[src/rtl/load_store_unit.sv]
// load_store_unit: MEM-stage memory port between the core data path and a valid/ack data bus.
//
// Turns the MEM-stage access (address, store data, fun3 op, load/store) into a bus request
// with byte enables and lane-replicated store data, stalls the pipeline while the bus is busy,
// and registers the formatted (sign/zero-extended) load result for the WB stage. Misaligned,
// illegal-op, bus-error and timed-out accesses raise a one-cycle access_fault pulse.
//
// Ports
//   clk, reset_n     core clock, asynchronous active-low reset
//   mem_addr_mem     MEM-stage byte address
//   mem_wdata_mem    MEM-stage store data
//   mem_op_mem       fun3: 000 B, 001 H, 010 W, 100 BU, 101 HU (others illegal)
//   mem_write_mem    store in MEM
//   mem_to_reg_mem   load in MEM
//   mem_stage_en     MEM->WB register enable this cycle
//   mem_rdata_wb     formatted load data for WB
//   lsu_stall        hold pipeline registers and PC
//   access_fault     one-cycle pulse on a faulting access
//   bus_req/we/addr/be/wdata   bus request side
//   bus_ack/rdata/err          bus response side
module load_store_unit #(
  parameter int unsigned TIMEOUT_CYCLES = 255
) (
  input  logic        clk,
  input  logic        reset_n,
  input  logic [31:0] mem_addr_mem,
  input  logic [31:0] mem_wdata_mem,
  input  logic [2:0]  mem_op_mem,
  input  logic        mem_write_mem,
  input  logic        mem_to_reg_mem,
  input  logic        mem_stage_en,
  output logic [31:0] mem_rdata_wb,
  output logic        lsu_stall,
  output logic        access_fault,
  output logic        bus_req,
  output logic        bus_we,
  output logic [31:0] bus_addr,
  output logic [3:0]  bus_be,
  output logic [31:0] bus_wdata,
  input  logic        bus_ack,
  input  logic [31:0] bus_rdata,
  input  logic        bus_err
);

  localparam int unsigned CntW = (TIMEOUT_CYCLES < 2) ? 1 : $clog2(TIMEOUT_CYCLES + 1);
  localparam logic [CntW-1:0] TimeoutVal = CntW'(TIMEOUT_CYCLES);
  localparam bit TimeoutEn = (TIMEOUT_CYCLES != 0);

  typedef enum logic [1:0] {
    StIdle,
    StWait,
    StDone
  } state_e;

  state_e          state_q;
  logic [CntW-1:0] cnt_q;

  logic        acc;
  logic        is_store;
  logic        is_load;
  logic        op_legal;
  logic        misaligned;
  logic        bad_acc;
  logic        good_acc;
  logic        in_flight;
  logic        timeout_hit;
  logic        timeout_fault;
  logic        bad_now;
  logic        ack_ok;
  logic        resolve;
  logic        load_zero;
  logic        load_done;
  logic [7:0]  rd_byte;
  logic [15:0] rd_half;
  logic [31:0] rdata_fmt;
  logic [3:0]  store_be;
  logic [31:0] store_wdata;

  // MEM inputs may still show an aborted access while reset is low; gating with reset_n keeps
  // every combinational output (bus_req in particular) quiet for the whole reset period.
  assign acc      = reset_n & (mem_write_mem | mem_to_reg_mem);
  assign is_store = mem_write_mem;
  assign is_load  = mem_to_reg_mem & ~mem_write_mem;

  // Op legality and natural alignment.
  always_comb begin
    op_legal   = 1'b0;
    misaligned = 1'b0;
    case (mem_op_mem)
      3'b000, 3'b100: op_legal = 1'b1;
      3'b001, 3'b101: begin
        op_legal   = 1'b1;
        misaligned = mem_addr_mem[0];
      end
      3'b010: begin
        op_legal   = 1'b1;
        misaligned = |mem_addr_mem[1:0];
      end
      default: ;
    endcase
  end

  assign bad_acc  = acc & (~op_legal | misaligned);
  assign good_acc = acc & ~bad_acc;

  // A good access not yet performed: DONE means the bus transfer already happened while
  // MEM was held by some other stall, so it must not be reissued.
  assign in_flight   = good_acc & (state_q != StDone);
  assign timeout_hit = TimeoutEn && (state_q == StWait) && (cnt_q == TimeoutVal);

  assign bus_req   = in_flight & ~timeout_hit;
  assign ack_ok    = bus_req & bus_ack;
  assign lsu_stall = in_flight & ~bus_ack & ~timeout_hit;

  // Bad accesses are only judged in IDLE; a held bad access in DONE must not pulse again.
  assign bad_now       = bad_acc & (state_q == StIdle);
  assign timeout_fault = timeout_hit & in_flight;
  assign access_fault  = bad_now | (ack_ok & bus_err) | timeout_fault;

  // The access ends this cycle, one way or another.
  assign resolve = bad_now | ack_ok | timeout_fault;

  assign load_zero = is_load & (bad_now | timeout_fault | (ack_ok & bus_err));
  assign load_done = is_load & ack_ok;

  // Store lane placement.
  always_comb begin
    store_be    = 4'b1111;
    store_wdata = mem_wdata_mem;
    case (mem_op_mem[1:0])
      2'b00: begin
        store_be    = 4'b0001 << mem_addr_mem[1:0];
        store_wdata = {4{mem_wdata_mem[7:0]}};
      end
      2'b01: begin
        store_be    = mem_addr_mem[1] ? 4'b1100 : 4'b0011;
        store_wdata = {2{mem_wdata_mem[15:0]}};
      end
      default: ;
    endcase
  end

  // Request fields are zero whenever no request is presented.
  assign bus_we    = bus_req & is_store;
  assign bus_addr  = bus_req ? {mem_addr_mem[31:2], 2'b00} : 32'h0;
  assign bus_be    = bus_req ? (is_store ? store_be : 4'b1111) : 4'b0000;
  assign bus_wdata = bus_we ? store_wdata : 32'h0;

  // Load lane selection and extension.
  always_comb begin
    unique case (mem_addr_mem[1:0])
      2'b00: rd_byte = bus_rdata[7:0];
      2'b01: rd_byte = bus_rdata[15:8];
      2'b10: rd_byte = bus_rdata[23:16];
      default: rd_byte = bus_rdata[31:24];
    endcase
    rd_half = mem_addr_mem[1] ? bus_rdata[31:16] : bus_rdata[15:0];
    case (mem_op_mem)
      3'b000:  rdata_fmt = {{24{rd_byte[7]}}, rd_byte};
      3'b100:  rdata_fmt = {24'h0, rd_byte};
      3'b001:  rdata_fmt = {{16{rd_half[15]}}, rd_half};
      3'b101:  rdata_fmt = {16'h0, rd_half};
      default: rdata_fmt = bus_rdata;
    endcase
  end

  // Access FSM, wait counter and WB load register.
  always_ff @(posedge clk or negedge reset_n) begin
    if (!reset_n) begin
      state_q      <= StIdle;
      cnt_q        <= '0;
      mem_rdata_wb <= 32'h0;
    end else begin
      unique case (state_q)
        StIdle: begin
          if (resolve) begin
            state_q <= mem_stage_en ? StIdle : StDone;
          end else if (bus_req) begin
            state_q <= StWait;
            cnt_q   <= CntW'(1);
          end
        end
        StWait: begin
          if (resolve) begin
            state_q <= mem_stage_en ? StIdle : StDone;
            cnt_q   <= '0;
          end else if (!in_flight) begin
            // Access withdrawn under us (e.g. a flush): abandon it.
            state_q <= StIdle;
            cnt_q   <= '0;
          end else if (cnt_q != '1) begin
            // Saturate so a disabled timeout never wraps.
            cnt_q <= cnt_q + CntW'(1);
          end
        end
        StDone: begin
          if (mem_stage_en) state_q <= StIdle;
        end
        default: begin
          state_q <= StIdle;
          cnt_q   <= '0;
        end
      endcase

      if (load_zero) begin
        mem_rdata_wb <= 32'h0;
      end else if (load_done) begin
        mem_rdata_wb <= rdata_fmt;
      end
    end
  end

endmodule

[config.mk]
export PLATFORM = sky130hd
export DESIGN_NAME = load_store_unit
export DESIGN_NICKNAME = d
export VERILOG_FILES = /design/src/rtl/load_store_unit.sv
export SDC_FILE = /design/constraint.sdc
export NUM_CORES = 1
export LEC_CHECK = 0
export ABC_CLOCK_PERIOD_IN_PS = 7600
export BUFFER_PORTS_ARGS = -buffer_cell sky130_fd_sc_hd__buf_4
export CORE_MARGIN = 3
export CORE_UTILIZATION = 46
export CTS_CLUSTER_SIZE = 10
export DETAILED_ROUTE_END_ITERATION = 6
export MAX_ROUTING_LAYER = met4
export PLACE_DENSITY_LB_ADDON = 0.1
export SLEW_MARGIN = 40
export SYNTH_ARGS = -nofsm -noshare
export SYNTH_HDL_FRONTEND = slang
export SYNTH_SLANG_ARGS = --single-unit
export TNS_END_PERCENT = 1
[constraint.sdc]
create_clock -name clk -period 7.6 [get_ports clk]
set_input_delay 1.52 -clock clk [delete_from_list [all_inputs] [get_ports clk]]
set_output_delay 1.52 -clock clk [all_outputs]
set_load 0.01 [all_outputs]
==> impl_metrics.sql <==
INSERT INTO impl_metrics (metric_group, metric, value, unit) VALUES
('placed_design', 'dpl.hpwl', '9390', 'um'),
('synthesis', 'synth_area_leader_cell', 'dfrtp_1', ''),
('routing', 'number_of_antenna_violating_nets_in_the_routed_design', '0', ''),
('synthesis', 'synth_area', '0.00319', 'mm2'),
('setup_path', 'crit_start', 'mem_op_mem[0]', ''),
('routing', 'routed_wirelength', '12000', 'um'),
('sta', 'tns', '0', 'ns'),
('clock_tree', 'clock_insertion_delay_worst_skew', '0.30', 'ns'),
('clock_tree', 'cts_made_buffers', '5', ''),
('routing', 'route.detailed.drc', '0', ''),
('synthesis', 'commonest_cells_in_the_synthesized_netlist', 'a21oi_1, dfrtp_1, nor2_1', ''),
('global_route', 'track_usage', '30.8', '%'),
('pwr', 'power.leakage', '2.48', 'nW'),
('status', 'outcome', 'finished, final reports clean', ''),
('final_layout', 'antenna-diode-count', '0', ''),
('placed_design', 'port_buffer_count', '207', ''),
('clock_tree', 'clock_tree.buffer_depth', '2', ''),
('synthesis', 'synth_cells', '386', ''),
('setup_path', 'r2r-end', 'mem_rdata_wb[10]', ''),
('setup_path', 'reg2reg_launch_point', 'state_q[0]', ''),
('final_layout', 'drive_gt1_share', '40.4', '%'),
('setup_path', 'cp_startpoint_kind', 'input port', ''),
('setup_path', 'r2r_slack', '5.07', 'ns'),
('die', 'starting_density', '48.8', '%'),
('synthesis', 'syn_area_cell', '8.25', 'um2'),
('die', 'core', '0.00653', 'mm2'),
('routing', 'routedWlPerCell', '18.6', 'um'),
('routing', 'via_count', '3759', ''),
('die', 'dieWidth', '89.2', 'um'),
('die', 'floorplan.die_area', '0.00796', 'mm2'),
('clock_tree', 'post-cts-setup-buffer-count', '0', ''),
('final_layout', 'fin_area', '0.00481', 'mm2'),
('setup_path', 'criticalPathCategory', 'in2out', ''),
('global_route', 'grt_pass1_vias', '3748', ''),
('pwr', 'power_density', '144', 'mW/mm2'),
('sta', 'finalMaxSlewViolations', '0', ''),
('sta', 'clock.fmax', '176', 'MHz'),
('clock_tree', 'clk_root_buffer_cell', 'clkbuf_8', ''),
('sta', 'finalWorstPathRequiredPeriod', '5.68', 'ns'),
('clock_tree', 'holdBufCountCts', '0', ''),
('die', 'core.rowCount', '29', ''),
('setup_path', 'timing.critical_path.to', 'bus_wdata[15]', ''),
('placed_design', 'placement.cell_area', '0.00470', 'mm2'),
('routing', 'drt-initial-drc-count', '285', ''),
('clock_tree', 'cts_resized', '0', ''),
('clock_tree', 'cts_max_level', '2', ''),
('setup_path', 'worst-path-max-fanout', '41', ''),
('routing', 'vias_per_cell', '5.82', ''),
('synthesis', 'yosys_most_used_dff', 'dfrtp_1', ''),
('synthesis', 'synth_top_area_share', '33.0', '%'),
('global_route', 'grt_start_max_net_pins', '59', ''),
('sta', 'finalSetupViolations', '0', ''),
('setup_path', 'timing.reg2reg.worst_path_depth', '5', ''),
('setup_path', 'critPathCaptureType', 'output pin', ''),
('final_layout', 'area_delta_synth_final', '51.1', '%'),
('run', 'cap_violations', '0', ''),
('sta', 'rsz0062_at_grt', 'false', ''),
('sta', 'worst_slew_margin_rel', '47.4', '%'),
('sta', 'hold_viol', '0', ''),
('global_route', 'grt_first_pass_wirelength', '18600', 'um'),
('synthesis', 'synth-seq-area-share', '33.0', '%'),
('clock_tree', 'cts.clk_slew.worst_paths', '0.08', 'ns'),
('global_route', 'grt_antenna_before_repair', '0', ''),
('setup_path', 'critical_path_arrival', '4.16', 'ns'),
('synthesis', 'synth-edff-count', '0', ''),
('final_layout', 'number_of_nets_in_the_final_layout', '675', ''),
('synthesis', 'largest_cells_by_area_after_synthesis', 'dfrtp_1, mux2i_1, a22o_1, a21oi_1, and2_1', ''),
('die', 'io-pin-count', '210', ''),
('synthesis', 'post_synth_num_cell_types', '45', ''),
('sta', 'period_share', '74.8', '%'),
('global_route', 'globalRoute.totalOverflow', '0', ''),
('placed_design', 'gp_routability_congestion', '0.924', ''),
('synthesis', 'ys_warns', '0', ''),
('die', 'dieHeight', '89.2', 'um'),
('synthesis', 'synth-seq-cells', '42', ''),
('sta', 'tightest_slew', '0.782', 'ns'),
('sta', 'skew', '0.00249', 'ns'),
('routing', 'drtPass1Iterations', '5', ''),
('clock_tree', 'clock_sinks', '42', ''),
('synthesis', 'synthArstFlopShare', '100', '%'),
('min_path', 'min_path_type', 'reg2reg', ''),
('pwr', 'maximum_vdd_drop', '0.0000750', 'V'),
('setup_path', 'cp_data_required_time', '6.08', 'ns'),
('clock_tree', 'tritoncts', 'yes', '');
-- critical path, stage by stage --
cell and delay, ns:
buf_4 0.21, or4_4 0.58, and2_4 0.22, or3_1 0.44
inv_2 0.40, nand2_2 0.38, a21oi_1 0.25, buf_4 0.15
-- state kept, by name, summed over array words and instances, names as in the netlist --
name          cells
cnt_q             8
state_q           2
mem_rdata_wb     32
-- kinds of logic (layout without fill, tap and decap cells) --
kind of cell	after synthesis	count (layout)	share of synthesized area, %
buf+inv	40	222	6.01
fa+ha+maj	1	1	0.393
compound gates	135	135	29.0
xor+xnor	1	1	0.275
simple gates	138	138	22.3
flops	42	42	33.0
mux	28	28	8.92
other cells	1	2	0.118
-- area by class of cell --
type	instances	area, um2
clock inverters	2	37.5
multi-input cells	305	1970
flip-flops and latches	42	1050
fillers	500	1720
clock buffers	6	72.6
inverters	7	26.3
repair buffers	207	1550
well taps	77	96.3
-- power breakdown --
part	switching, W	total, W	internal [W]
clock	0.0000808	0.000179	0.0000981
sequential	0.0000210	0.000273	0.000252
combinational	0.000117	0.000244	0.000127
total	0.000219	0.000695	0.000477
-- cells in the final DEF (no fill, tap or decap), types with 14 or more instances in the layout --
master,instances
a22o_1,25
buf_4,207
nand2_1,26
nor2_1,37
a221o_1,14
o31ai_1,17
and2_1,31
dfrtp_1,42
mux2i_1,25
a21oi_1,42
o21ai_0,24
-- worst min path at each step --
stage | from | end | slack, ns | cells past startpoint
2_1_floorplan | cnt_q[6] | cnt_q[6] | 0.46 | 1
3_3_place_gp | mem_rdata_wb[1] | mem_rdata_wb[1] | 0.49 | 1
3_5_place_dp | mem_rdata_wb[3] | mem_rdata_wb[3] | 0.50 | 1
4_1_cts | mem_rdata_wb[3] | mem_rdata_wb[3] | 0.52 | 1
5_1_grt | mem_rdata_wb[0] | mem_rdata_wb[0] | 0.53 | 1
6_report | mem_rdata_wb[0] | mem_rdata_wb[0] | 0.51 | 1
-- through the flow --
| step | util [%] | setup slack, ns | std cells | power [W] | hold WS [ns] |
|---|---|---|---|---|---|
| after floorplan | - | 2.64 | 387 | 0.000389 | 0.465 |
| after global placement | 71.6 | 2.07 | 638 | 0.000514 | 0.491 |
| after detailed placement | 72.0 | 1.95 | 638 | 0.000519 | 0.498 |
| after CTS | 73.6 | 1.94 | 646 | 0.000694 | 0.517 |
| after global routing | 73.7 | 1.69 | 646 | 0.000732 | 0.535 |
| final | 73.7 | 1.92 | 646 | 0.000695 | 0.511 |
-- routing by layer --
layer | track usage [%] | part of all wire, %
met3 | 4.15 | 6.6
met1 | 37.0 | 39
met5 | - | 0
met2 | 53.8 | 52
met4 | 8.80 | 2.1
Power figures use the tool's default switching activity.
